### src/rtl/de_decode_sb_stage_pkg.sv
// Shared decode-stage types: op classes, RV32I opcodes, field positions and
// the FE/DE pipeline latch layouts.
package de_pkg;

  localparam int XLEN_DFLT      = 32;
  localparam int NREGS_DFLT     = 32;
  localparam int SB_CNT_W_DFLT  = 2;
  localparam int PHT_IDX_W_DFLT = 8;
  localparam int REG_W          = 5;

  typedef enum logic [3:0] {
    OC_ILLEGAL = 4'd0,
    OC_ALU_R   = 4'd1,
    OC_ALU_I   = 4'd2,
    OC_LOAD    = 4'd3,
    OC_STORE   = 4'd4,
    OC_BRANCH  = 4'd5,
    OC_JAL     = 4'd6,
    OC_JALR    = 4'd7,
    OC_LUI     = 4'd8,
    OC_AUIPC   = 4'd9
  } op_class_e;

  localparam logic [6:0] OPC_OP     = 7'b0110011;
  localparam logic [6:0] OPC_OP_IMM = 7'b0010011;
  localparam logic [6:0] OPC_LOAD   = 7'b0000011;
  localparam logic [6:0] OPC_STORE  = 7'b0100011;
  localparam logic [6:0] OPC_BRANCH = 7'b1100011;
  localparam logic [6:0] OPC_JAL    = 7'b1101111;
  localparam logic [6:0] OPC_JALR   = 7'b1100111;
  localparam logic [6:0] OPC_LUI    = 7'b0110111;
  localparam logic [6:0] OPC_AUIPC  = 7'b0010111;

  localparam int OPC_LSB = 0;
  localparam int RD_LSB  = 7;
  localparam int RS1_LSB = 15;
  localparam int RS2_LSB = 20;

  typedef struct packed {
    logic                      valid;
    logic [31:0]               inst;
    logic [XLEN_DFLT-1:0]      pc;
    logic [XLEN_DFLT-1:0]      pcplus;
    logic [XLEN_DFLT-1:0]      inst_count;
    logic [PHT_IDX_W_DFLT-1:0] pht_index;
    logic [XLEN_DFLT-1:0]      pred_next_pc;
  } fe_latch_t;

  typedef struct packed {
    logic                      valid;
    logic [31:0]               inst;
    logic [XLEN_DFLT-1:0]      pc;
    logic [XLEN_DFLT-1:0]      pcplus;
    logic [XLEN_DFLT-1:0]      inst_count;
    op_class_e                 op_class;
    logic [XLEN_DFLT-1:0]      rs1_val;
    logic [XLEN_DFLT-1:0]      rs2_val;
    logic [XLEN_DFLT-1:0]      imm;
    logic [REG_W-1:0]          rd;
    logic                      wr_rd;
    logic [PHT_IDX_W_DFLT-1:0] pht_index;
    logic [XLEN_DFLT-1:0]      pred_next_pc;
  } de_latch_t;

  localparam int FE_LATCH_W   = $bits(fe_latch_t);
  localparam int DE_LATCH_W   = $bits(de_latch_t);
  localparam int FE_VALID_OFS = FE_LATCH_W - 1;
  localparam int DE_VALID_OFS = DE_LATCH_W - 1;

endpackage

### src/rtl/de_decode_sb_stage_if.sv
// FE->DE->AGEX latch bus plus the WB write port and mispredict flush.
interface de_decode_sb_stage_if;
  import de_pkg::*;

  logic [FE_LATCH_W-1:0] fe_latch_in;
  logic                  br_mispred_agex;
  logic                  wb_wr_en;
  logic [REG_W-1:0]      wb_wr_reg;
  logic [XLEN_DFLT-1:0]  wb_wr_data;
  logic                  stall_to_fe;
  logic [DE_LATCH_W-1:0] de_latch_out;

  modport master (
    output fe_latch_in, br_mispred_agex, wb_wr_en, wb_wr_reg, wb_wr_data,
    input  stall_to_fe, de_latch_out
  );

  modport slave (
    input  fe_latch_in, br_mispred_agex, wb_wr_en, wb_wr_reg, wb_wr_data,
    output stall_to_fe, de_latch_out
  );
endinterface

### src/rtl/de_decode_sb_stage_scoreboard.sv
// Per-register pending-write counters and source hazard detection.
module de_scoreboard #(
  parameter int NREGS    = 32,
  parameter int SB_CNT_W = 2,
  parameter int REG_W    = 5
) (
  input  logic             clk,
  input  logic             reset,
  input  logic             inc,
  input  logic [REG_W-1:0] inc_reg,
  input  logic             dec,
  input  logic [REG_W-1:0] dec_reg,
  input  logic             q1_en,
  input  logic [REG_W-1:0] q1_reg,
  input  logic             q2_en,
  input  logic [REG_W-1:0] q2_reg,
  input  logic             byp_en,
  input  logic [REG_W-1:0] byp_reg,
  output logic             haz1,
  output logic             haz2
);

  localparam logic [SB_CNT_W-1:0] CNT_MAX = '1;
  localparam logic [SB_CNT_W-1:0] CNT_ONE = SB_CNT_W'(1);

  logic [NREGS-1:0][SB_CNT_W-1:0] cnt;

  always_ff @(posedge clk or negedge reset) begin
    if (!reset) begin
      cnt <= '0;
    end else begin
      for (int r = 0; r < NREGS; r++) begin
        if (inc && inc_reg == REG_W'(r) && !(dec && dec_reg == REG_W'(r))) begin
          if (cnt[r] != CNT_MAX) cnt[r] <= cnt[r] + CNT_ONE;
        end else if (dec && dec_reg == REG_W'(r) && !(inc && inc_reg == REG_W'(r))) begin
          if (cnt[r] != '0) cnt[r] <= cnt[r] - CNT_ONE;
        end
      end
    end
  end

  // A last outstanding write retiring this cycle is covered by the WB bypass.
  function automatic logic hz(input logic en, input logic [REG_W-1:0] rs);
    return en && rs != '0 && cnt[rs] != '0 &&
           !(byp_en && byp_reg == rs && cnt[rs] == CNT_ONE);
  endfunction

  assign haz1 = hz(q1_en, q1_reg);
  assign haz2 = hz(q2_en, q2_reg);

  a_no_overflow: assert property (@(posedge clk) disable iff (!reset)
    !(inc && !(dec && dec_reg == inc_reg) && cnt[inc_reg] == CNT_MAX));

  a_no_underflow: assert property (@(posedge clk) disable iff (!reset)
    !(dec && !(inc && inc_reg == dec_reg) && cnt[dec_reg] == '0));

endmodule

### src/rtl/de_decode_sb_stage.sv
// RV32I decode stage: field/immediate decode, register file, scoreboard stall
// and the DE pipeline latch toward AGEX.
module de_decode_sb_stage
  import de_pkg::*;
#(
  parameter int XLEN      = XLEN_DFLT,
  parameter int NREGS     = NREGS_DFLT,
  parameter int SB_CNT_W  = SB_CNT_W_DFLT,
  parameter int PHT_IDX_W = PHT_IDX_W_DFLT
) (
  input  logic clk,
  input  logic reset,
  de_decode_sb_stage_if.slave bus
);

  fe_latch_t              fe;
  de_latch_t              de_d, de_q;
  logic [31:0]            inst;
  logic [6:0]             opc;
  logic [REG_W-1:0]       rs1, rs2, rd;
  op_class_e              oc;
  logic                   use_rs1, use_rs2, wr_rd;
  logic [XLEN-1:0]        imm, rs1_val, rs2_val;
  logic [PHT_IDX_W-1:0]   pht_idx;
  logic                   haz1, haz2, stall, issue;
  logic [NREGS-1:0][XLEN-1:0] rf;

  assign fe      = fe_latch_t'(bus.fe_latch_in);
  assign inst    = fe.inst;
  assign opc     = inst[OPC_LSB +: 7];
  assign rs1     = inst[RS1_LSB +: REG_W];
  assign rs2     = inst[RS2_LSB +: REG_W];
  assign rd      = inst[RD_LSB +: REG_W];
  assign pht_idx = fe.pht_index;

  always_comb begin
    oc = OC_ILLEGAL;
    case (opc)
      OPC_OP:     oc = OC_ALU_R;
      OPC_OP_IMM: oc = OC_ALU_I;
      OPC_LOAD:   oc = OC_LOAD;
      OPC_STORE:  oc = OC_STORE;
      OPC_BRANCH: oc = OC_BRANCH;
      OPC_JAL:    oc = OC_JAL;
      OPC_JALR:   oc = OC_JALR;
      OPC_LUI:    oc = OC_LUI;
      OPC_AUIPC:  oc = OC_AUIPC;
      default:    oc = OC_ILLEGAL;
    endcase
    use_rs1 = oc inside {OC_ALU_R, OC_ALU_I, OC_LOAD, OC_STORE, OC_BRANCH, OC_JALR};
    use_rs2 = oc inside {OC_ALU_R, OC_STORE, OC_BRANCH};
    wr_rd   = (oc inside {OC_ALU_R, OC_ALU_I, OC_LOAD, OC_JAL, OC_JALR, OC_LUI, OC_AUIPC})
              && rd != '0;
  end

  always_comb begin
    imm = '0;
    case (oc)
      OC_ALU_I, OC_LOAD, OC_JALR:
        imm = XLEN'(signed'(inst[31:20]));
      OC_STORE:
        imm = XLEN'(signed'({inst[31:25], inst[11:7]}));
      OC_BRANCH:
        imm = XLEN'(signed'({inst[31], inst[7], inst[30:25], inst[11:8], 1'b0}));
      OC_LUI, OC_AUIPC:
        imm = XLEN'(signed'({inst[31:12], 12'b0}));
      OC_JAL:
        imm = XLEN'(signed'({inst[31], inst[19:12], inst[20], inst[30:21], 1'b0}));
      default: imm = '0;
    endcase
  end

  always_comb begin
    rs1_val = '0;
    if (rs1 == '0)                                     rs1_val = '0;
    else if (bus.wb_wr_en && bus.wb_wr_reg == rs1)     rs1_val = bus.wb_wr_data;
    else                                               rs1_val = rf[rs1];
    rs2_val = '0;
    if (rs2 == '0)                                     rs2_val = '0;
    else if (bus.wb_wr_en && bus.wb_wr_reg == rs2)     rs2_val = bus.wb_wr_data;
    else                                               rs2_val = rf[rs2];
  end

  always_ff @(posedge clk or negedge reset) begin
    if (!reset)                                        rf <= '0;
    else if (bus.wb_wr_en && bus.wb_wr_reg != '0)      rf[bus.wb_wr_reg] <= bus.wb_wr_data;
  end

  de_scoreboard #(
    .NREGS(NREGS), .SB_CNT_W(SB_CNT_W), .REG_W(REG_W)
  ) u_sb (
    .clk     (clk),
    .reset   (reset),
    .inc     (issue && wr_rd),
    .inc_reg (rd),
    .dec     (bus.wb_wr_en && bus.wb_wr_reg != '0),
    .dec_reg (bus.wb_wr_reg),
    .q1_en   (fe.valid && use_rs1),
    .q1_reg  (rs1),
    .q2_en   (fe.valid && use_rs2),
    .q2_reg  (rs2),
    .byp_en  (bus.wb_wr_en),
    .byp_reg (bus.wb_wr_reg),
    .haz1    (haz1),
    .haz2    (haz2)
  );

  // Stall stays asserted under a flush; FE resolves mispredict first.
  assign stall = haz1 || haz2;
  assign issue = fe.valid && !stall && !bus.br_mispred_agex;

  always_comb begin
    de_d              = '0;
    de_d.valid        = 1'b1;
    de_d.inst         = inst;
    de_d.pc           = fe.pc;
    de_d.pcplus       = fe.pcplus;
    de_d.inst_count   = fe.inst_count;
    de_d.op_class     = oc;
    de_d.rs1_val      = rs1_val;
    de_d.rs2_val      = rs2_val;
    de_d.imm          = imm;
    de_d.rd           = rd;
    de_d.wr_rd        = wr_rd;
    de_d.pht_index    = pht_idx;
    de_d.pred_next_pc = fe.pred_next_pc;
  end

  // Flush, stall and invalid input all collapse to an all-zero bubble.
  always_ff @(posedge clk or negedge reset) begin
    if (!reset) de_q <= '0;
    else        de_q <= issue ? de_d : '0;
  end

  assign bus.de_latch_out = de_q;
  assign bus.stall_to_fe  = stall;

endmodule

### src/flat_wrapper.sv
// flat-port wrapper written by rule: the top's interface ports become plain ports
module de_decode_sb_stage_flat import de_pkg::*;
#(
  parameter int XLEN      = XLEN_DFLT,
  parameter int NREGS     = NREGS_DFLT,
  parameter int SB_CNT_W  = SB_CNT_W_DFLT,
  parameter int PHT_IDX_W = PHT_IDX_W_DFLT
)
  (clk, reset, bus_fe_latch_in, bus_br_mispred_agex, bus_wb_wr_en, bus_wb_wr_reg, bus_wb_wr_data, bus_stall_to_fe, bus_de_latch_out);
  de_decode_sb_stage_if bus_i ();
  input  logic clk;
  input  logic reset;
  input wire logic [$bits(bus_i.fe_latch_in)-1:0] bus_fe_latch_in;
  input wire logic [$bits(bus_i.br_mispred_agex)-1:0] bus_br_mispred_agex;
  input wire logic [$bits(bus_i.wb_wr_en)-1:0] bus_wb_wr_en;
  input wire logic [$bits(bus_i.wb_wr_reg)-1:0] bus_wb_wr_reg;
  input wire logic [$bits(bus_i.wb_wr_data)-1:0] bus_wb_wr_data;
  output wire logic [$bits(bus_i.stall_to_fe)-1:0] bus_stall_to_fe;
  output wire logic [$bits(bus_i.de_latch_out)-1:0] bus_de_latch_out;
  assign bus_i.fe_latch_in = bus_fe_latch_in;
  assign bus_i.br_mispred_agex = bus_br_mispred_agex;
  assign bus_i.wb_wr_en = bus_wb_wr_en;
  assign bus_i.wb_wr_reg = bus_wb_wr_reg;
  assign bus_i.wb_wr_data = bus_wb_wr_data;
  assign bus_stall_to_fe = bus_i.stall_to_fe;
  assign bus_de_latch_out = bus_i.de_latch_out;
  de_decode_sb_stage #(.XLEN(XLEN), .NREGS(NREGS), .SB_CNT_W(SB_CNT_W), .PHT_IDX_W(PHT_IDX_W)) u_core (.clk(clk), .reset(reset), .bus(bus_i));
endmodule
### config.mk
export PLATFORM = sky130hd
export DESIGN_NAME = de_decode_sb_stage_flat
export DESIGN_NICKNAME = d
export VERILOG_FILES = /design/src/rtl/de_decode_sb_stage_pkg.sv /design/src/rtl/de_decode_sb_stage_if.sv /design/src/rtl/de_decode_sb_stage_scoreboard.sv /design/src/rtl/de_decode_sb_stage.sv /design/src/flat_wrapper.sv
export SDC_FILE = /design/constraint.sdc
export NUM_CORES = 2
export LEC_CHECK = 0
export ABC_AREA = 1
export BUFFER_PORTS_ARGS = -buffer_cell sky130_fd_sc_hd__buf_4
export CAP_MARGIN = 20
export CORE_UTILIZATION = 50
export CTS_BUF_LIST = sky130_fd_sc_hd__clkbuf_2 sky130_fd_sc_hd__clkbuf_4 sky130_fd_sc_hd__clkbuf_8
export DETAILED_ROUTE_END_ITERATION = 16
export MAX_ROUTING_LAYER = met4
export PLACE_DENSITY = 0.72
export SLEW_MARGIN = 20
export SYNTH_ARGS = -nofsm -noshare
export SYNTH_HDL_FRONTEND = slang
export SYNTH_SLANG_ARGS = --single-unit
### constraint.sdc
create_clock -name clk -period 2.7 [get_ports clk]
set_input_delay 0.405 -clock clk [delete_from_list [all_inputs] [get_ports clk]]
set_output_delay 0.405 -clock clk [all_outputs]
set_load 0.01 [all_outputs]
==> Word level (Yosys, flattened, before mapping) <==
Cells that the tools add are included.
{ "word_totals": {"ram_bits": 0, "n_memories": 0, "rom_bits": 0, "latchBits": 0, "reg_bits": 1363} }
{ "op_classes": {"order_cmp": 4, "eq_ne": 148, "bitwise_logic": 0, "div": 0, "mux": 146, "shifts": 0, "n_addsub": 64, "n_reduce_logical": 358, "mul": 0} }
{ "ops": {"columns": ["op", "count"], "rows": [
  ["$bwmux 1024", 1],
  ["$bmux 32 s5", 2],
  ["$mux 275", 1],
  ["$mux 2", 130],
  ["$mux 32", 7],
  ["$reduce_bool 2->1", 98],
  ["$demux 32 s5", 1],
  ["$eq 5x5->1 const B", 32],
  ["$pmux 32 s5", 1],
  ["$logic_and 1x1->1", 146],
  ["$reduce_and 3->1", 32],
  ["$eq 5x4->1 const B", 16],
  ["$logic_not 1->1", 68],
  ["$add 2x1->2 const B", 32],
  ["$ne 2x1->1 const B", 32],
  ["$ne 2x2->1 const B", 32],
  ["$sub 2x1->2 const B", 32],
  ["$eq 5x3->1 const B", 8],
  ["$pmux 4 s9", 1],
  ["$eq 7x6->1 const B", 3],
  ["$eq 7x7->1 const B", 3],
  ["$bmux 2 s5", 2],
  ["$eq 5x2->1 const B", 4],
  ["$logic_not 5->1", 4],
  ["18 further kinds", 32]
]} }

==> Logic depth before layout (Yosys ltp) <==
{ "depth": {"depth_word": 18, "mapped_depth": 24} }

==> By module <==
A second synthesis with hierarchy kept.
{ "unflattened": {"hier_cells": 10061, "hier_area_um2": 72455.7} }
{ "by_module_without_submodules": {"columns": ["mod", "cells_each", "area_each_um2", "n_inst"], "rows": [
  ["de_decode_sb_stage", 9191, 67081.8, 1],
  ["de_scoreboard", 870, 5373.9, 1]
]} }

==> Least setup slack after synthesis <==
Ideal clock, no wire load.
{ "synth_path": {"path_kind": "input-to-reg", "from": "input bus_fe_latch_in[157]", "to": "register u_core.u_sb.cnt[20] (netlist name)", "arrival_ps": 2581, "required_ps": 2582, "setup_slack_ps": 1, "n_path_buf": 5, "stages": 16, "cell_sequence": "buf_4 inv_2 buf_4 buf_6 nand3_1 nor2_1 nor2_1 nand2_2 buf_6 nand4_4 buf_6 nor2_1 ha_1 or2_2 a21oi_1 nor2_1"} }
{ "synth_between": {"elab_chain_len": 16, "word_cells_on_any_way": 26} }
{ "synth_rtl": {"columns": ["element", "line", "rtl"], "rows": [
  ["from (decl)", "flat_wrapper.sv:13", "input wire logic [$bits(bus_i.fe_latch_in)-1:0] bus_fe_latch_in;"],
  ["$bmux 2 s5", "de_decode_sb_stage_scoreboard.sv:44, de_decode_sb_stage_scoreboard.sv:45", null],
  ["$mux 2 (not written as such)", "de_decode_sb_stage_scoreboard.sv:44, de_decode_sb_stage_scoreboard.sv:45", null],
  ["$eq 2x1->1", "de_decode_sb_stage_scoreboard.sv:45", "!(byp_en && byp_reg == rs && cnt[rs] == CNT_ONE);"],
  ["$logic_and 1x1->1", "de_decode_sb_stage_scoreboard.sv:45", null],
  ["$logic_not 1->1", "de_decode_sb_stage_scoreboard.sv:45", null],
  ["$logic_and 1x1->1 *", "de_decode_sb_stage_scoreboard.sv:44", "return en && rs != '0 && cnt[rs] != '0 &&"],
  ["$logic_or 1x1->1 *", "de_decode_sb_stage.sv:109", "assign stall = haz1 || haz2;"],
  ["$logic_not 1->1 *", "de_decode_sb_stage.sv:110", "assign issue = fe.valid && !stall && !bus.br_mispred_agex;"],
  ["$logic_and 1x1->1 * (2 in series)", "de_decode_sb_stage.sv:110", null],
  ["$logic_and 1x1->1 *", "de_decode_sb_stage.sv:94", ".inc (issue && wr_rd),"],
  ["$logic_and 1x1->1 *", "de_decode_sb_stage_scoreboard.sv:33, de_decode_sb_stage_scoreboard.sv:35", null],
  ["$logic_not 1->1", "de_decode_sb_stage_scoreboard.sv:35", "end else if (dec && dec_reg == REG_W'(r) && !(inc && inc_reg == REG_W'(r))) begin"],
  ["$logic_and 1x1->1", "de_decode_sb_stage_scoreboard.sv:35", null],
  ["$reduce_bool 2->1 (no source line)", null, null],
  ["$reduce_and 3->1 (no source line)", null, null],
  ["to (signal assigned)", "de_decode_sb_stage_scoreboard.sv:30", "cnt <= '0;"],
  ["to (decl)", "de_decode_sb_stage_scoreboard.sv:26", "logic [NREGS-1:0][SB_CNT_W-1:0] cnt;"]
]} }
Mark *: on every way between the ends. The rest lies on a longest branch, timed or not. The select of a mux whose other input is x is not followed.
A chain may end at the register's enable or synchronous reset.

==> Final worst setup path <==
{ "layout_path": {"from": "input bus_fe_latch_in[137]", "to": "output bus_stall_to_fe"} }
{ "layout_between": {"elab_chain_len": 9, "word_cells_on_any_way": 27} }
{ "layout_rtl": {"columns": ["element", "line", "rtl"], "rows": [
  ["$eq 7x5->1 (tied with other cells)", "de_decode_sb_stage.sv:38", "case (opc)"],
  ["$pmux 4 s9 *", "de_decode_sb_stage.sv:38", null],
  ["$eq 4x1->1 (tied with other cells)", "de_decode_sb_stage.sv:50, de_decode_sb_stage.sv:51", null],
  ["$reduce_bool 6->1 / $reduce_bool 3->1 (equally long branches)", "de_decode_sb_stage.sv:50, de_decode_sb_stage.sv:51", null],
  ["$logic_and 1x1->1, on equally long branches", "de_decode_sb_stage.sv:98, de_decode_sb_stage.sv:100", null],
  ["$logic_and 1x1->1 (3 in series)", "de_decode_sb_stage_scoreboard.sv:44", null],
  ["$logic_or 1x1->1 *", "de_decode_sb_stage.sv:109", null],
  ["to (decl)", "flat_wrapper.sv:18", "output wire logic [$bits(bus_i.stall_to_fe)-1:0] bus_stall_to_fe;"]
]} }
Mark *: on every way between the ends. The rest lies on a longest branch, timed or not.

==> impl_metrics.tcl <==
set metrics [dict create \
    outcome "finished, violations left" \
    violations "negative setup slack" \
    arrival_ps 2590 \
    critPathSlowestCell "dlygate4sd3_1" \
    pwr-share-comb_pct 18.6 \
    grt_max_degree 183 \
    finalMaxSlewViolations 0 \
    fin_crit_ps 3000 \
    nets 9934 \
    most-common-layout-cells "2076 x o21ai_0, 1666 x nand2_1, 1356 x dfrtp_1" \
    synth.cell_area_sq_um 70000 \
    clockPowerShare_pct 36.1 \
    antenna_found_initial 22 \
    synth_area_leaders "dfrtp_1 49%, o21ai_0 15%, nand2_1 9.0%, a21oi_1 5.2%, inv_1 3.9%" \
    swShare_pct 30.9 \
    drive_gt1_share_pct 15.7 \
    place_congestion 0.947 \
    h-tree-depth 4 \
    routed_via_density 6.12 \
    syn_nets 9445 \
    synth_ff_type "dfrtp_1" \
    seqCellArea_sq_um 34000 \
    globalRoute.totalOverflow 0 \
    hold_slack_ps 87.9 \
    p_leak_nw 39.8 \
    core_area_sq_um 138000 \
    synth_fa_ha_area_share_pct 0.572 \
    p_int_mw 38.7 \
    synth_edf_count 0 \
    setup_slack_ps -298 \
    critPathBufInv 6 \
    worstPathCellList "buf_4 -> dlygate4sd3_1 -> nand2_1 -> nor2_1 -> nand2_1 -> buf_4 -> nor2_1 -> nor2_1 -> buf_4 -> nor2_1 -> nand2_4 -> buf_8 -> a21oi_4 -> buf_6" \
    rows 136 \
    io_buffers 485 \
    instances_no_fill 11800 \
    dr_total_vias 72000 \
    slew_headroom_pct 18.3 \
    dp_hpwl_um 161000 \
    die_h_um 376 \
    cp.required_ps 2300 \
    synth_top_family_by_area "compound AO/OA/AOI/OAI gates" \
    worstSetupStartpointType "input port" \
    hold_viol 0 \
    synth_xor_area_share_pct 0.0501 \
    drt_first_iter_violations 11100 \
    critPathMaxStageDelay_ps 590 \
    rsz0062_at_grt "true" \
    yosysUniqueCellTypes 38 \
    synth.avg_cell_area_sq_um 7.60 \
    power_density_nw_per_um2 660 \
    synthArstFlopShare_pct 100 \
    setup_viol 21 \
    p_total_mw 56.0 \
    dpl_cell_area_sq_um 76600 \
    cpMostUsedCell "nor2_1" \
    wl_per_cell_um 24.0 \
    end_kind "output pin" \
    synth_top_area_share_pct 48.6 \
    drc 0 \
    setup_tns_ps -1330 \
    grt_use_met2_pct 57.1 \
    ys_warn_count 0 \
    worst_pin_slew_ps 1230 \
    path_clk_slew_ps 60 \
    use_met1_pct 49.7 \
    max_freq_mhz 334 \
    synth_top_cell_by_area "dfrtp_1" \
    max_cap_viol_count 0 \
    cts-buffers-inserted 222 \
    crit_family "buffers and inverters" \
    dieArea_sq_um 141000 \
    ys_ff_latch 1358 \
    io_pins 486 \
    layout_commonest_cell "o21ai_0" \
    synth_seq_area_share_pct 48.6 \
    cts_root_buf "clkbuf_8" \
    start_util_pct 50.6 \
    grt_pass1_vias 68300 \
    post-place-ws_ps -352 \
    final_cell_area_sq_um 84800 \
    use_met3_pct 12.0 \
    finalCritPeriodShare_pct 111 \
    worst_hold_path_type "input port to flip-flop" \
    die_w_um 376 \
    p_seq_share_pct 45.3 \
    firstDrtPassIters 8 \
    cts_tree "built" \
    clockBufferDepth 3 \
    synthToLayoutAreaGrowth_pct 21.2 \
    routed_wl_um 282000 \
    synth-compound-area-share_pct 23.9 \
    dp.cells 11100 \
    multiInputGateArea_sq_um 30300 \
    yosys.area_share.simple_pct 17.6 \
    grt_first_pass_wirelength_um 419000 \
    cts.sinks 1358 \
    grt_usage_pct 40.1 \
    n_fill_cell 12000 \
    muxShareOfSynthArea_pct 0 \
    finish.utilization_pct 61.4 \
    finClkSkew_ps 53.8 \
    grt_busiest_layer "met2" \
    syn_inst 9203 \
    cp_max_fo 3 \
    path_class "input port to output pin" \
    route.antenna.remaining_nets 0 \
    peakVddDrop_uv 608 \
    insertion_delay_ps 990 \
    p_sw_mw 17.3 \
]
## worst min-delay path: cells and delay by family
kind | cells | cell delay, ps
buffers and inverters | 3 | 400
and+or+nand+nor | 3 | 190
## repair_timing
| action | in CTS | in global routing |
|---|---|---|
| pin swaps | 7 | 46 |
| hold buffers | 201 | 0 |
| buffers inserted | 18 | 19 |
| endpoints found under the setup margin | 4 | 63 |
| cloned | 2 | 1 |
| gates resized for setup | 38 | 190 |
| hold endpoints to repair | 1731 | 0 |
## power groups by stage
stage               clock network, mW  registers (mW)  logic, mW
finish                           20.2            25.4       10.4
global route                     21.2            25.6       11.6
CTS                              20.3            25.2       10.2
detailed placement                  0            25.6       9.83
global placement                    0            25.4       9.49
floorplan                           0            25.2       6.26
## flip-flops by register name (all words and copies together) (netlist names)
name and cells:
u_core.rf 1024, u_core.bus.de_latch_out 270, u_core.u_sb.cnt 64
## synth_stat cells, types with 5 or more instances
master	number
o21ai_1	79
nand3_1	495
a22oi_1	5
o211ai_1	157
buf_1	85
a21oi_1	724
or2_2	32
o21ai_0	2113
dfrtp_1	1358
inv_1	734
o221ai_1	56
nor3_1	11
buf_2	152
nor2_1	717
ha_1	32
buf_4	27
clkbuf_1	548
o22ai_1	60
nand4_1	40
buf_6	32
nor2_2	30
nand2_1	1686
## kinds of logic after synthesis
group / count (synthesis)
DFF: 1358
adders and majority gates: 32
AOI/OAI and AO/OA: 3200
xor gates and xnor gates: 4
and+or+nand+nor: 3021
other: 2
buffers and inverters: 1586
## final timing paths
path	from	endpoint	slack, ps	depth (start not counted)
setup / recovery	bus_fe_latch_in[137]	bus_stall_to_fe	-300	14
hold / removal	bus_fe_latch_in[138]	u_core.bus.de_latch_out[145]	90	6
setup reg to reg	u_core.u_sb.cnt[61]	u_core.u_sb.cnt[52]	-130	21
hold reg to reg	u_core.rf[31]	u_core.rf[31]	400	0
max in group asynchronous	reset	u_core.u_sb.cnt[45]	1710	3
min in group asynchronous	reset	u_core.rf[833]	210	3
## area by class of cell
type | count | share of cell area [%]
antenna | 26 | 0.0767
clock buffer | 368 | 5.47
clock inverter | 36 | 0.459
inverter | 741 | 3.31
multi-input combinational | 6259 | 35.7
sequential | 1358 | 40.1
tap | 1863 | 2.75
timing repair buffer | 1110 | 12.1
## per-layer routing
layer / up-vias / share of wire [%]
li1: 31600 / -
met1: 34000 / 36
met2: 5263 / 43
met3: 1123 / 14
met4: 0 / 7.2
met5: - / 0
Power figures use the tool's default switching activity.
